$ cat config.mk
export PLATFORM = sky130hd
export DESIGN_NAME = password_check_lockout
export DESIGN_NICKNAME = d
export VERILOG_FILES = /design/src/rtl/pwchk_pkg.sv /design/src/rtl/pwchk_lock_timer.sv /design/src/rtl/password_check_lockout.sv
export SDC_FILE = /design/constraint.sdc
export NUM_CORES = 1
export LEC_CHECK = 0
export ABC_AREA = 1
export BUFFER_PORTS_ARGS = -buffer_cell sky130_fd_sc_hd__buf_4
export CORE_ASPECT_RATIO = 1.25
export CORE_MARGIN = 3
export CORE_UTILIZATION = 25
export DETAILED_ROUTE_END_ITERATION = 10
export HOLD_SLACK_MARGIN = 0.1
export PLACE_DENSITY_LB_ADDON = 0.05
export SETUP_SLACK_MARGIN = 0.3
export SLEW_MARGIN = 15
export SYNTH_ARGS = -nofsm -noshare
export SYNTH_HDL_FRONTEND = slang
export SYNTH_SLANG_ARGS = --single-unit
$ cat constraint.sdc
create_clock -name clk -period 3.6 [get_ports clk]
set_input_delay 0.36 -clock clk [delete_from_list [all_inputs] [get_ports clk]]
set_output_delay 0.36 -clock clk [all_outputs]
set_load 0.02 [all_outputs]
$ cat src/rtl/pwchk_pkg.sv
// Shared types and width helpers for the password check / lockout block.
// Build option PWCHK_LOCK_BACKOFF_EN selects exponential lockout backoff.
package pwchk_pkg;

  typedef enum logic [1:0] {
    IDLE    = 2'd0,
    GRANTED = 2'd1,
    LOCKED  = 2'd2
  } pwchk_state_t;

  // Width of a counter that must hold 0..max_fails.
  function automatic int fail_cnt_w(input int max_fails);
    return $clog2(max_fails + 1);
  endfunction

  // Width of a down-counter whose largest loaded value is max_count-1.
  function automatic int timer_w(input int max_count);
    int w;
    w = $clog2(max_count);
    return (w < 1) ? 1 : w;
  endfunction

  // Width of the backoff exponent, which saturates at max_backoff.
  function automatic int exp_w(input int max_backoff);
    int w;
    w = $clog2(max_backoff + 1);
    return (w < 1) ? 1 : w;
  endfunction

endpackage

$ cat src/rtl/pwchk_lock_timer.sv
// Loadable lockout down-counter; expired is high whenever the count is zero.
// With PWCHK_LOCK_BACKOFF_EN each load doubles the next duration up to MAX_BACKOFF.
module pwchk_lock_timer
  import pwchk_pkg::*;
#(
  parameter int TIMER_W     = 10,
  parameter int MAX_BACKOFF = 4
) (
  input  logic             clk,
  input  logic             reset,
  input  logic             load,
`ifdef PWCHK_LOCK_BACKOFF_EN
  input  logic             clear_backoff,
`endif
  input  logic [TIMER_W:0] duration,
  output logic             expired
);

  logic [TIMER_W-1:0] count;
  logic [TIMER_W:0]   span;

`ifdef PWCHK_LOCK_BACKOFF_EN
  localparam int EXP_W = exp_w(MAX_BACKOFF);

  logic [EXP_W-1:0] exponent;

  // The current load uses the old exponent; the next lockout gets the doubled one.
  assign span = duration << exponent;

  always_ff @(posedge clk or posedge reset) begin
    if (reset) begin
      exponent <= '0;
    end else if (clear_backoff) begin
      exponent <= '0;
    end else if (load && (exponent < EXP_W'(MAX_BACKOFF))) begin
      exponent <= exponent + EXP_W'(1);
    end
  end
`else
  assign span = duration;
`endif

  always_ff @(posedge clk or posedge reset) begin
    if (reset) begin
      count <= '0;
    end else if (load) begin
      count <= TIMER_W'(span - (TIMER_W + 1)'(1));
    end else if (count != '0) begin
      count <= count - TIMER_W'(1);
    end
  end

  assign expired = (count == '0);

endmodule

$ cat src/rtl/password_check_lockout.sv
// Handshaked password check with reprogrammable golden value, session hold and
// timed lockout after MAX_FAILS misses. Option: PWCHK_LOCK_BACKOFF_EN.
module password_check_lockout
  import pwchk_pkg::*;
#(
  parameter int          PASS_W       = 32,
  parameter int          MAX_FAILS    = 3,
  parameter int          LOCK_CYCLES  = 1024,
  parameter logic [31:0] GOLDEN_RESET = 32'h0BAD_C0DE,
  parameter int          MAX_BACKOFF  = 4
) (
  input  logic                             clk,
  input  logic                             reset,
  input  logic                             attempt_valid,
  output logic                             attempt_ready,
  input  logic [PASS_W-1:0]                entered_pass,
  input  logic                             logout,
  input  logic                             prog_valid,
  input  logic [PASS_W-1:0]                prog_pass,
  output logic                             grant_access,
  output logic                             deny,
  output logic                             prog_done,
  output logic                             locked,
  output logic [$clog2(MAX_FAILS+1)-1:0]   fail_count
);

  localparam int FAIL_W = fail_cnt_w(MAX_FAILS);
`ifdef PWCHK_LOCK_BACKOFF_EN
  localparam int TIMER_W = timer_w(LOCK_CYCLES << MAX_BACKOFF);
`else
  localparam int TIMER_W = timer_w(LOCK_CYCLES);
`endif
  localparam logic [TIMER_W:0] LOCK_DUR = (TIMER_W + 1)'(LOCK_CYCLES);

  pwchk_state_t      state, state_next;
  logic [FAIL_W-1:0] fail_next;
  logic [PASS_W-1:0] golden_pass, golden_next;
  logic              deny_next, prog_done_next;
  logic              accept, match, lock_load, lock_expired;
`ifdef PWCHK_LOCK_BACKOFF_EN
  logic              grant_now;
`endif

  assign attempt_ready = (state == IDLE);
  assign accept        = attempt_valid & attempt_ready;
  assign match         = (entered_pass == golden_pass);
  assign grant_access  = (state == GRANTED);
  assign locked        = (state == LOCKED);

  always_ff @(posedge clk or posedge reset) begin
    if (reset) begin
      state       <= IDLE;
      fail_count  <= '0;
      golden_pass <= PASS_W'(GOLDEN_RESET);
      deny        <= 1'b0;
      prog_done   <= 1'b0;
    end else begin
      state       <= state_next;
      fail_count  <= fail_next;
      golden_pass <= golden_next;
      deny        <= deny_next;
      prog_done   <= prog_done_next;
    end
  end

  // Programming and logout in the same cycle both take effect.
  always_comb begin
    state_next     = state;
    fail_next      = fail_count;
    golden_next    = golden_pass;
    deny_next      = 1'b0;
    prog_done_next = 1'b0;
    lock_load      = 1'b0;
`ifdef PWCHK_LOCK_BACKOFF_EN
    grant_now      = 1'b0;
`endif
    case (state)
      IDLE: begin
        if (accept) begin
          if (match) begin
            state_next = GRANTED;
            fail_next  = '0;
`ifdef PWCHK_LOCK_BACKOFF_EN
            grant_now  = 1'b1;
`endif
          end else begin
            deny_next = 1'b1;
            if (fail_count == FAIL_W'(MAX_FAILS - 1)) begin
              state_next = LOCKED;
              fail_next  = FAIL_W'(MAX_FAILS);
              lock_load  = 1'b1;
            end else begin
              fail_next = fail_count + FAIL_W'(1);
            end
          end
        end
      end
      GRANTED: begin
        if (prog_valid) begin
          golden_next    = prog_pass;
          prog_done_next = 1'b1;
        end
        if (logout) begin
          state_next = IDLE;
        end
      end
      LOCKED: begin
        if (lock_expired) begin
          state_next = IDLE;
          fail_next  = '0;
        end
      end
      default: state_next = IDLE;
    endcase
  end

  pwchk_lock_timer #(
    .TIMER_W     (TIMER_W),
    .MAX_BACKOFF (MAX_BACKOFF)
  ) u_lock_timer (
    .clk           (clk),
    .reset         (reset),
    .load          (lock_load),
`ifdef PWCHK_LOCK_BACKOFF_EN
    .clear_backoff (grant_now),
`endif
    .duration      (LOCK_DUR),
    .expired       (lock_expired)
  );

endmodule

After elaboration in Yosys (flattened, before gate mapping)
Cells that the tools add are included.

Word-level logic and storage cells: 46. Flip-flop bits (word level): 48. Bits in read-only memories: 0. Bits in latches: 0. Bits in writable memories: 0. Memories: 0.

$lt $le $gt $ge: 0. Mux-type cells: 21. Add/subtract/negate cells: 2. Reductions and logical operators: 8. $mul: 0. Shift-type cells: 0. Bitwise operators: 1. Equality and inequality tests: 8. Div/mod/pow operators: 0.

Operators with widths (count): == test 32 bit (1); two-way mux 10 bit (2); two-way mux 2 bit (8); logical NOT 10 bit (1); nonzero test 10 bit (1); subtractor 10 x 1 -> 10 bit, second input constant (1); two-way mux 1 bit (9); one-hot mux 2 bit (3 select lines) (1); == test 2 bit, second input constant (2); inequality test 2 x 1 -> 1 bit, second input constant (2); one-hot mux 2 bit (2 select lines) (1); AND reduction 4 bit (1); nonzero test 2 bit (2); inequality test 3 x 1 -> 1 bit, second input constant (1); AND reduction 3 bit (1); adder 2 x 1 -> 2 bit, second input constant (1); == test 2 x 1 -> 1 bit, second input constant (1); logical NOT 2 bit (1); inequality test 2 bit, second input constant (1); AND reduction 2 bit (1); bitwise AND 1 bit (1).

Depth between registers and ports, before layout
Gate-level depths: netlist of the first run.

Word-level depth: 6. Mapped depth: 13. Mapped depth without buffers: 12.

Modules after synthesis
From an unflattened synthesis of the first run, not the netlist that was laid out.

Cells, all modules: 383. Area total of the unflattened synthesis: 2795.2 sq um.

Modules (own cells, without submodules): password_check_lockout (instances 1, cells an instance 264, area each 2019.4 sq um); pwchk_lock_timer (instances 1, cells an instance 119, area each 775.7 sq um).

Worst setup path after synthesis of the first run
No wires, ideal clock.

Kind: register to register. From: register golden_pass[4]. To: register u_lock_timer.count[3]. Path slack: 2.119 ns. Arrival: 1.358 ns. Required time: 3.477 ns. Stages on the path, launching flop included: 12. Buffers on the path: 1. Library setup time: 0.123 ns. Period minus slack after synthesis: 1.481 ns. Cells stage by stage: dfstp_2 -> xnor2_1 -> nand2_1 -> nor2_1 -> nand2_1 -> nor2_2 -> nand2_1 -> nand3_2 -> inv_2 -> nand2_4 -> buf_12 -> nand3_2.

Longest elaborated chain between the ends: 5. Elaborated cells on any way between the ends: 6.

RTL lines: from (decl) (line password_check_lockout.sv:37) `logic [PASS_W-1:0] golden_pass, golden_next;`; from (signal assigned) (line password_check_lockout.sv:54) `golden_pass <= PASS_W'(GOLDEN_RESET);`; from (signal assigned) (line password_check_lockout.sv:60) `golden_pass <= golden_next;`; == test 32 bit (*) (line password_check_lockout.sv:46) `assign match = (entered_pass == golden_pass);`; two-way mux 1 bit (*) (line password_check_lockout.sv:80) `if (match) begin`; two-way mux 1 bit (*) (line password_check_lockout.sv:79) `if (accept) begin`; two-way mux 1 bit (*) (line password_check_lockout.sv:77) `case (state)`; two-way mux 10 bit or nonzero test 2 bit (tied branches); to (signal assigned) (line pwchk_lock_timer.sv:47) `count <= TIMER_W'(span - (TIMER_W + 1)'(1));`; to (signal assigned) (line pwchk_lock_timer.sv:49) `count <= count - TIMER_W'(1);`; to (decl) (line pwchk_lock_timer.sv:19) `logic [TIMER_W-1:0] count;`.

Mark *: on every way between the ends. The rest lies on a longest branch, timed or not. A chain may end at the register's enable or synchronous reset.

Final worst setup path of the first run
From: register state[0]. To: register golden_pass[17].

Longest elaborated chain between the ends: 2.

RTL lines: from (decl) (line password_check_lockout.sv:35) `pwchk_state_t state, state_next;`; from (signal assigned) (line password_check_lockout.sv:58) `state <= state_next;`; == test 2 x 1 -> 1 bit (line password_check_lockout.sv:77); AND reduction 2 bit (no line).

No other way between the ends.

==> impl_results.md, run 1 <==
* Worst Tran Pin Value at 0.990 ns
* Max_slew headroom at 33.9%
* Clock transition at path regs at 0.07 ns
* Post-CTS resize count at 0
* Multiplexer area fraction after synthesis at 0%
* Synth Area in Compound Gates at about 3.5%
* Peak VDD IR at between 0.15 and 0.2 mV
* Final Slew Violations at 0
* Clock H-tree levels at 2
* Maximum root-to-sink buffer count at 2
* Congestion Overflow GR at 0
* First DRT Iteration DRCs at 73
* Ys Warns at 0
* Worst EP arrival at 1.87 ns
* Root buffer selected by CTS: clkbuf_16
* Min Tclk post-route at between 1.5 and 2 ns
* Die ar. at 0.0116 mm^2
* CP max stage cell: inv_2
* Worst endpoint required time at 3.73 ns
* Initial Util at 26.2%
* Gr usage total at 11.5%
* P_leak at 1.81 nW
* Critical setup path kind: register to register
* Final layout net count at 480
* Total Wirelength at 6390 um
* Post-Route Utilization at 34.8%
* GPL Wtd Cong at 0.719
* Num rows at 40
* Tcrit/Tclk final at 48.4%
* Outcome: finished, final reports clean
* # setup viols final at 0
* Initial antenna violation count at 0
* Cts-stage hold buffer count at 0
* Post-DRT Antenna Nets at 0
* Mapped Area at 0.00259 mm^2
* Post-synthesis sequential area ratio at 47.2%
* First-pass GRT wire length at 10700 um
* Drt drc at 0
* Avg Cell Area, Syn at 7.84 um^2
* TritonCTS Buffers at 5
* Hpwl dp at 4740 um
* # Post-CTS Setup Buffers at 0
* Hold Fails Final Rpt at 0
* Area used by multi-input combinational logic at 0.00116 mm^2
* CTS tree: yes
* RSZ-0062 raised after global routing: no
* Syn Inst Count at between 300 and 400
* Die H at between 100 and 150 um
* Simple-Gate Fraction of Synth Area at 30.6%
* MaxCap Viol Count at 0
* Share of layout cells above drive strength 1 at 30.6%
* Worst Setup End Kind: register
* Core area at 0.00986 mm^2
* Number of port buffers at 75
* Clk_skew at 0.00461 ns
* Vias per cell at 3.96
* P&R area growth vs syn at 32.5%
* CTS Sinks at 48
* Worst path max stage delay at 0.53 ns
* Yosys reg bits at 48
* Achievable Freq at ~570 MHz
* Hold WS at between 0.2 and 0.3 ns
* Synth Area in Adders at ~1.5%
* Largest net degree at the start of global routing at between 40 and 50
* Post-Syn Nets at 402
* Netlist cell types at 26
* Largest family of logic cells by synthesized area: simple AND/OR/NAND/NOR gates
* Tot Pwr at 1.56 mW
* WL per Instance at ~12 um
* Die W at 97.0 um
* Pre-antenna DRT Iters at 4
* Sequential cell area at between 0.001 and 0.0015 mm^2
* Crit path max fanout at 42
* Startpoint types: register
* # IOs at 76
* Clock latency on the worst-skew pair at ~0.28 ns
* Fill cells at 1082
* Diodes inserted at 0
* Critical path cell sequence: inv_1 > nor2_1 > nand2_1 > buf_4 > inv_2 > o21ai_0
* Hold Crit Class: input pin to register
* Setup TNS at 0 ns
* Power density of the placed cells at about 460 mW/mm^2
* XOR/XNOR share of the synthesized area at 9.48%
* DR vias at 2118
* Vias in the first global route at 2257
## layer usage
| metal | up-vias | global-route usage, % | routed length (um) |
|---|---|---|---|
| met3 | 4 | 3.20 | 319 |
| met1 | 934 | 13.4 | 2750 |
| met5 | - | 0 | 0 |
| met4 | 0 | 3.16 | 54 |
| li1 | 1140 | - | - |
| met2 | 40 | 20.5 | 3260 |
## cells in the mapped netlist
| master | n | area, um^2 |
|---|---|---|
| o21ai_2 | 1 | 8.76 |
| clkbuf_1 | 2 | 7.51 |
| dfstp_2 | 16 | 420 |
| xor2_1 | 4 | 35.0 |
| nor2_2 | 3 | 18.8 |
| nand3_2 | 5 | 50.1 |
| nor3_2 | 1 | 10.0 |
| nand3_1 | 3 | 15.0 |
| nand2_1 | 140 | 526 |
| o21bai_1 | 1 | 7.51 |
| inv_2 | 6 | 22.5 |
| nand2_4 | 1 | 11.3 |
| buf_12 | 1 | 20.0 |
| ha_1 | 3 | 37.5 |
| nor4_1 | 1 | 6.26 |
| buf_2 | 4 | 20.0 |
| o21ai_0 | 14 | 70.1 |
| nand4_2 | 1 | 12.5 |
| nor3_1 | 2 | 10.0 |
| dfrtp_1 | 32 | 801 |
| inv_1 | 35 | 131 |
| o21ai_1 | 1 | 5.00 |
| nor2_1 | 21 | 78.8 |
| xnor2_1 | 24 | 210 |
| nand2_2 | 6 | 37.5 |
| nand3b_1 | 2 | 15.0 |
## registers in the layout, summed over array words and instances, names as in the netlist
register            flops
deny                    1
fail_count              2
golden_pass            32
prog_done               1
state                   2
u_lock_timer.count     10
## report_power, final
group / switching, mW / internal (mW)
Sequential: 0.0536 / 0.604
Clock: 0.196 / 0.278
Combinational: 0.232 / 0.198
Total: 0.481 / 1.08
## area by class of cell
| type | count | share of cell area [%] |
|---|---|---|
| flip-flops and latches | 48 | 35.6 |
| multi-input cells | 234 | 34.0 |
| well taps | 126 | 4.60 |
| inverters | 41 | 4.49 |
| clock buffers | 8 | 4.27 |
| repair buffers | 78 | 17.1 |
## path summary, 6_finish.rpt
check	startpoint	endpoint	slack (ns)	cells after the start
worst max register to register	state[0]	golden_pass[17]	1.86	6
worst min-delay path	prog_pass[11]	golden_pass[11]	0.27	3
min in group asynchronous	reset	deny	0.32	2
worst max-delay path	state[0]	golden_pass[17]	1.86	6
worst min register to register	golden_pass[3]	golden_pass[3]	0.47	2
max in group asynchronous	reset	golden_pass[1]	2.55	3
## worst max-delay path, delay by kind of cell, from the launching register on
| family | cells | cell delay [ns] |
|---|---|---|
| buffers and inverters | 3 | 0.82 |
| DFF | 1 | 0.40 |
| and+or+nand+nor | 2 | 0.19 |
| AOI/OAI and AO/OA | 1 | 0.17 |
## cells by family (layout without fill, tap and decap cells)
kind of cell	count (synthesis)	in the layout
simple gates	186	186
buf+inv	48	127
flops	48	48
compound gates	17	17
fa+ha+maj	3	3
xor+xnor	28	28
## through the flow
| stage | instance area, um^2 | std cells | setup slack (ns) |
|---|---|---|---|
| 6_report | 3430 | 535 | 1.86 |
| 5_1_grt | 3430 | 535 | 1.59 |
| 4_1_cts | 3430 | 535 | 1.82 |
| 3_5_place_dp | 3280 | 527 | 1.82 |
| 3_3_place_gp | 3280 | 527 | 1.83 |
| 2_1_floorplan | 2590 | 330 | 2.12 |
## layout by cell type (no fill, tap or decap)
| cell type | instances |
|---|---|
| buf_4 | 78 |
| clkbuf_1 | 2 |
| clkbuf_16 | 5 |
| clkbuf_8 | 1 |
| dfrtp_1 | 32 |
| dfstp_2 | 16 |
| ha_1 | 3 |
| inv_1 | 34 |
| inv_2 | 7 |
| nand2_1 | 140 |
| nand2_2 | 6 |
| nand2_4 | 1 |
| nand3_1 | 3 |
| nand3_2 | 5 |
| nand3b_1 | 2 |
| nand4_2 | 1 |
| nor2_1 | 21 |
| nor2_2 | 3 |
| nor3_1 | 2 |
| nor3_2 | 1 |
| nor4_1 | 1 |
| o21ai_0 | 14 |
| o21ai_1 | 1 |
| o21ai_2 | 1 |
| o21bai_1 | 1 |
| xnor2_1 | 24 |
| xor2_1 | 4 |
Note: power is estimated with default switching activity, not from simulation.
==> run 2: changes to the inputs <==
==> constraint.sdc (replaced) <==
create_clock -name clk -period 1.4 [get_ports clk]
set_input_delay 0.14 -clock clk [delete_from_list [all_inputs] [get_ports clk]]
set_output_delay 0.14 -clock clk [all_outputs]
set_load 0.02 [all_outputs]
==> run 2 against run 1 <==
Effect of this change:
- the run now ends with setup timing left
- core utilization rose by 8.1 points
- worst setup slack got worse by 2.0 ns
- via count rose by 17%
- first-iteration DRC count rose by 1.4%
- final area rose by 23%
- routed wire length rose by 13%
- clock skew rose by 0.0011 ns
- register-to-register slack got worse by 2.0 ns
- largest power group is now combinational logic
==> impl_results.md, run 2 (synthesis gave the netlist of run 1 again) <==
* Outcome: complete, but fails checks
* Failing checks: setup timing
* Largest Register: golden_pass
* MaxCap Viol Count at 0
* Metal3 WL at 263 um
* M1 WL at ~3000 um
* Peak VDD IR at 0.473 mV
* Root buffer selected by CTS: clkbuf_16
* P_leak at between 2 and 2.5 nW
* Layout Cells excl Fill at 602
* CTS tree: yes
* Fill cells at 993
* Most common cell after layout, fill and taps aside: nand2_1
* Worst EP arrival at 1.76 ns
* Tcrit/Tclk final at 113%
* DR WL met2 at around 4000 um
* Min Tclk post-route at 1.58 ns
* # setup viols final at 15
* Diodes inserted at 0
* Power density of the placed cells at 1100 mW/mm^2
* TritonCTS Buffers at 5
* CP max stage cell: dfstp_2
* Final layout net count at 547
* Congestion Overflow GR at 0
* Die H at about 120 um
* RSZ-0062 raised after global routing: yes
* Share of layout cells above drive strength 1 at 38.2%
* Die ar. at roughly 0.012 mm^2
* Critical setup path kind: register to register
* Drt drc at 0
* Clock H-tree levels at 2
* Max layer used: met4
* Core area at 0.00986 mm^2
* Clk_skew at 0.00566 ns
* Worst Setup End Kind: register
* Clock latency on the worst-skew pair at 0.29 ns
* # IOs at between 70 and 80
* Biggest regs: golden_pass (32), u_lock_timer.count (10)
* Worst Tran Pin Value at about 0.45 ns
* Startpoint types: register
* Number of port buffers at 75
* P&R area growth vs syn at 63.4%
* Vias in the first global route at ~2500
* Final Slew Violations at 0
* Die W at between 90 and 100 um
* Initial antenna violation count at 0
* Achievable Freq at 633 MHz
* Max_slew headroom at 70.2%
* Num rows at 40
* Vias per cell at 4.10
* GPL Wtd Cong at 0.703
* Hold Crit Class: input pin to register
* Pre-antenna DRT Iters at 4
* Worst endpoint required time at 1.58 ns
* Worst setup margin at -0.180 ns
* Hold WS at between 0.09 and 0.1 ns
* Largest net degree at the start of global routing at 49
* DR vias at 2469
* Gr usage total at 12.8%
* Flip-flop count of the largest register after layout at 32
* CTS Sinks at 48
* Hold Fails Final Rpt at 0
* WL per Instance at 12.0 um
* Hpwl dp at 5100 um
* Worst path max stage delay at ~0.56 ns
* Initial Util at 26.2%
* Total Wirelength at 7240 um
* Clock transition at path regs at 0.07 ns
* Crit path max fanout at 6
* Maximum root-to-sink buffer count at 2
* First-pass GRT wire length at 12000 um
* Post-DRT Antenna Nets at 0
* Critical path cell sequence: xnor2_1 > nand2_1 > nor2_2 > nand2_1 > nor2_2 > nand2_2 > nand3_4 > inv_6 > nand2_8 > nand3_2
* First DRT Iteration DRCs at 74
* Placed cells at 555
* Most frequent cells in the layout: nand2_1 (135), buf_4 (103), dlygate4sd3_1 (32), dfrtp_1 (31), inv_1 (30)
==> run 2: changes by cell type in the layout (fill, tap and decap cells not counted), moves of 2 or more <==
| cell | previous run | this run |
|---|---|---|
| nor2_4 | 0 | 3 |
| nand2_1 | 140 | 135 |
| nor2_1 | 21 | 13 |
| dlygate4sd3_1 | 0 | 32 |
| buf_4 | 78 | 103 |
| buf_12 | 0 | 3 |
| inv_1 | 34 | 30 |
| buf_6 | 0 | 4 |
| o21ai_2 | 1 | 3 |
| nand2_2 | 6 | 9 |
| nor2_2 | 3 | 8 |
| o21ai_0 | 14 | 11 |
| nand2_8 | 0 | 2 |
==> run 2: final timing paths <==
check | from | end | slack (ns) | cells past startpoint
max | golden_pass[14] | u_lock_timer.count[4] | -0.18 | 10
min | prog_pass[14] | golden_pass[14] | 0.1 | 3
max reg2reg | golden_pass[14] | u_lock_timer.count[4] | -0.18 | 10
min reg2reg | golden_pass[4] | golden_pass[4] | 0.47 | 2
max in group asynchronous | reset | golden_pass[21] | 0.63 | 4
min in group asynchronous | reset | golden_pass[10] | 0.49 | 4
==> run 2: routing by layer <==
metal	vias up	GRT usage, %
met5	-	0
met4	0	4.13
met3	7	2.33
met2	55	24.4
met1	1132	14.2
li1	1275	-
==> run 2: final cells by class <==
cell class | instances | area (um^2) | area share [%]
Inverter | 41 | 170 | 4.02
Multi-Input combinational cell | 235 | 1280 | 30.4
Tap cell | 126 | 158 | 3.73
Sequential cell | 48 | 1220 | 28.9
Clock buffer | 8 | 146 | 3.46
Timing Repair Buffer | 144 | 1250 | 29.5
==> run 2: what timing repair did <==
action                                  CTS  global route
endpoints found under the setup margin   51            51
pin swaps                                 9            12
setup buffers                             1             4
hold endpoints to repair                 63             0
resized for setup                        18            24
hold buffers                             32             0
gates cloned                              2             0
==> run 2: per-stage QoR <==
step	utilization (%)	instance area (um^2)	power (mW)	setup slack (ns)	setup TNS, ns
3_5_place_dp	35.9	3540	3.19	-0.360	-3.60
6_report	42.9	4230	4.65	-0.180	-2.20
5_1_grt	42.9	4230	4.96	-0.295	-3.91
2_1_floorplan	-	2610	2.46	-0.0808	-1.09
3_3_place_gp	35.9	3540	3.19	-0.320	-3.34
4_1_cts	41.8	4120	4.62	-0.288	-3.78
==> run 2: worst max-delay path: cells and delay by family (launching register included) <==
family | cells | cell delay (ns)
xor+xnor | 1 | 0.12
buf+inv | 1 | 0.06
flops | 1 | 0.56
simple gates | 8 | 0.73
==> run 2: where the power goes <==
group	internal [mW]	switching, mW
Clock	0.714	0.508
Combinational	0.911	0.820
Sequential	1.55	0.144
Total	3.18	1.47
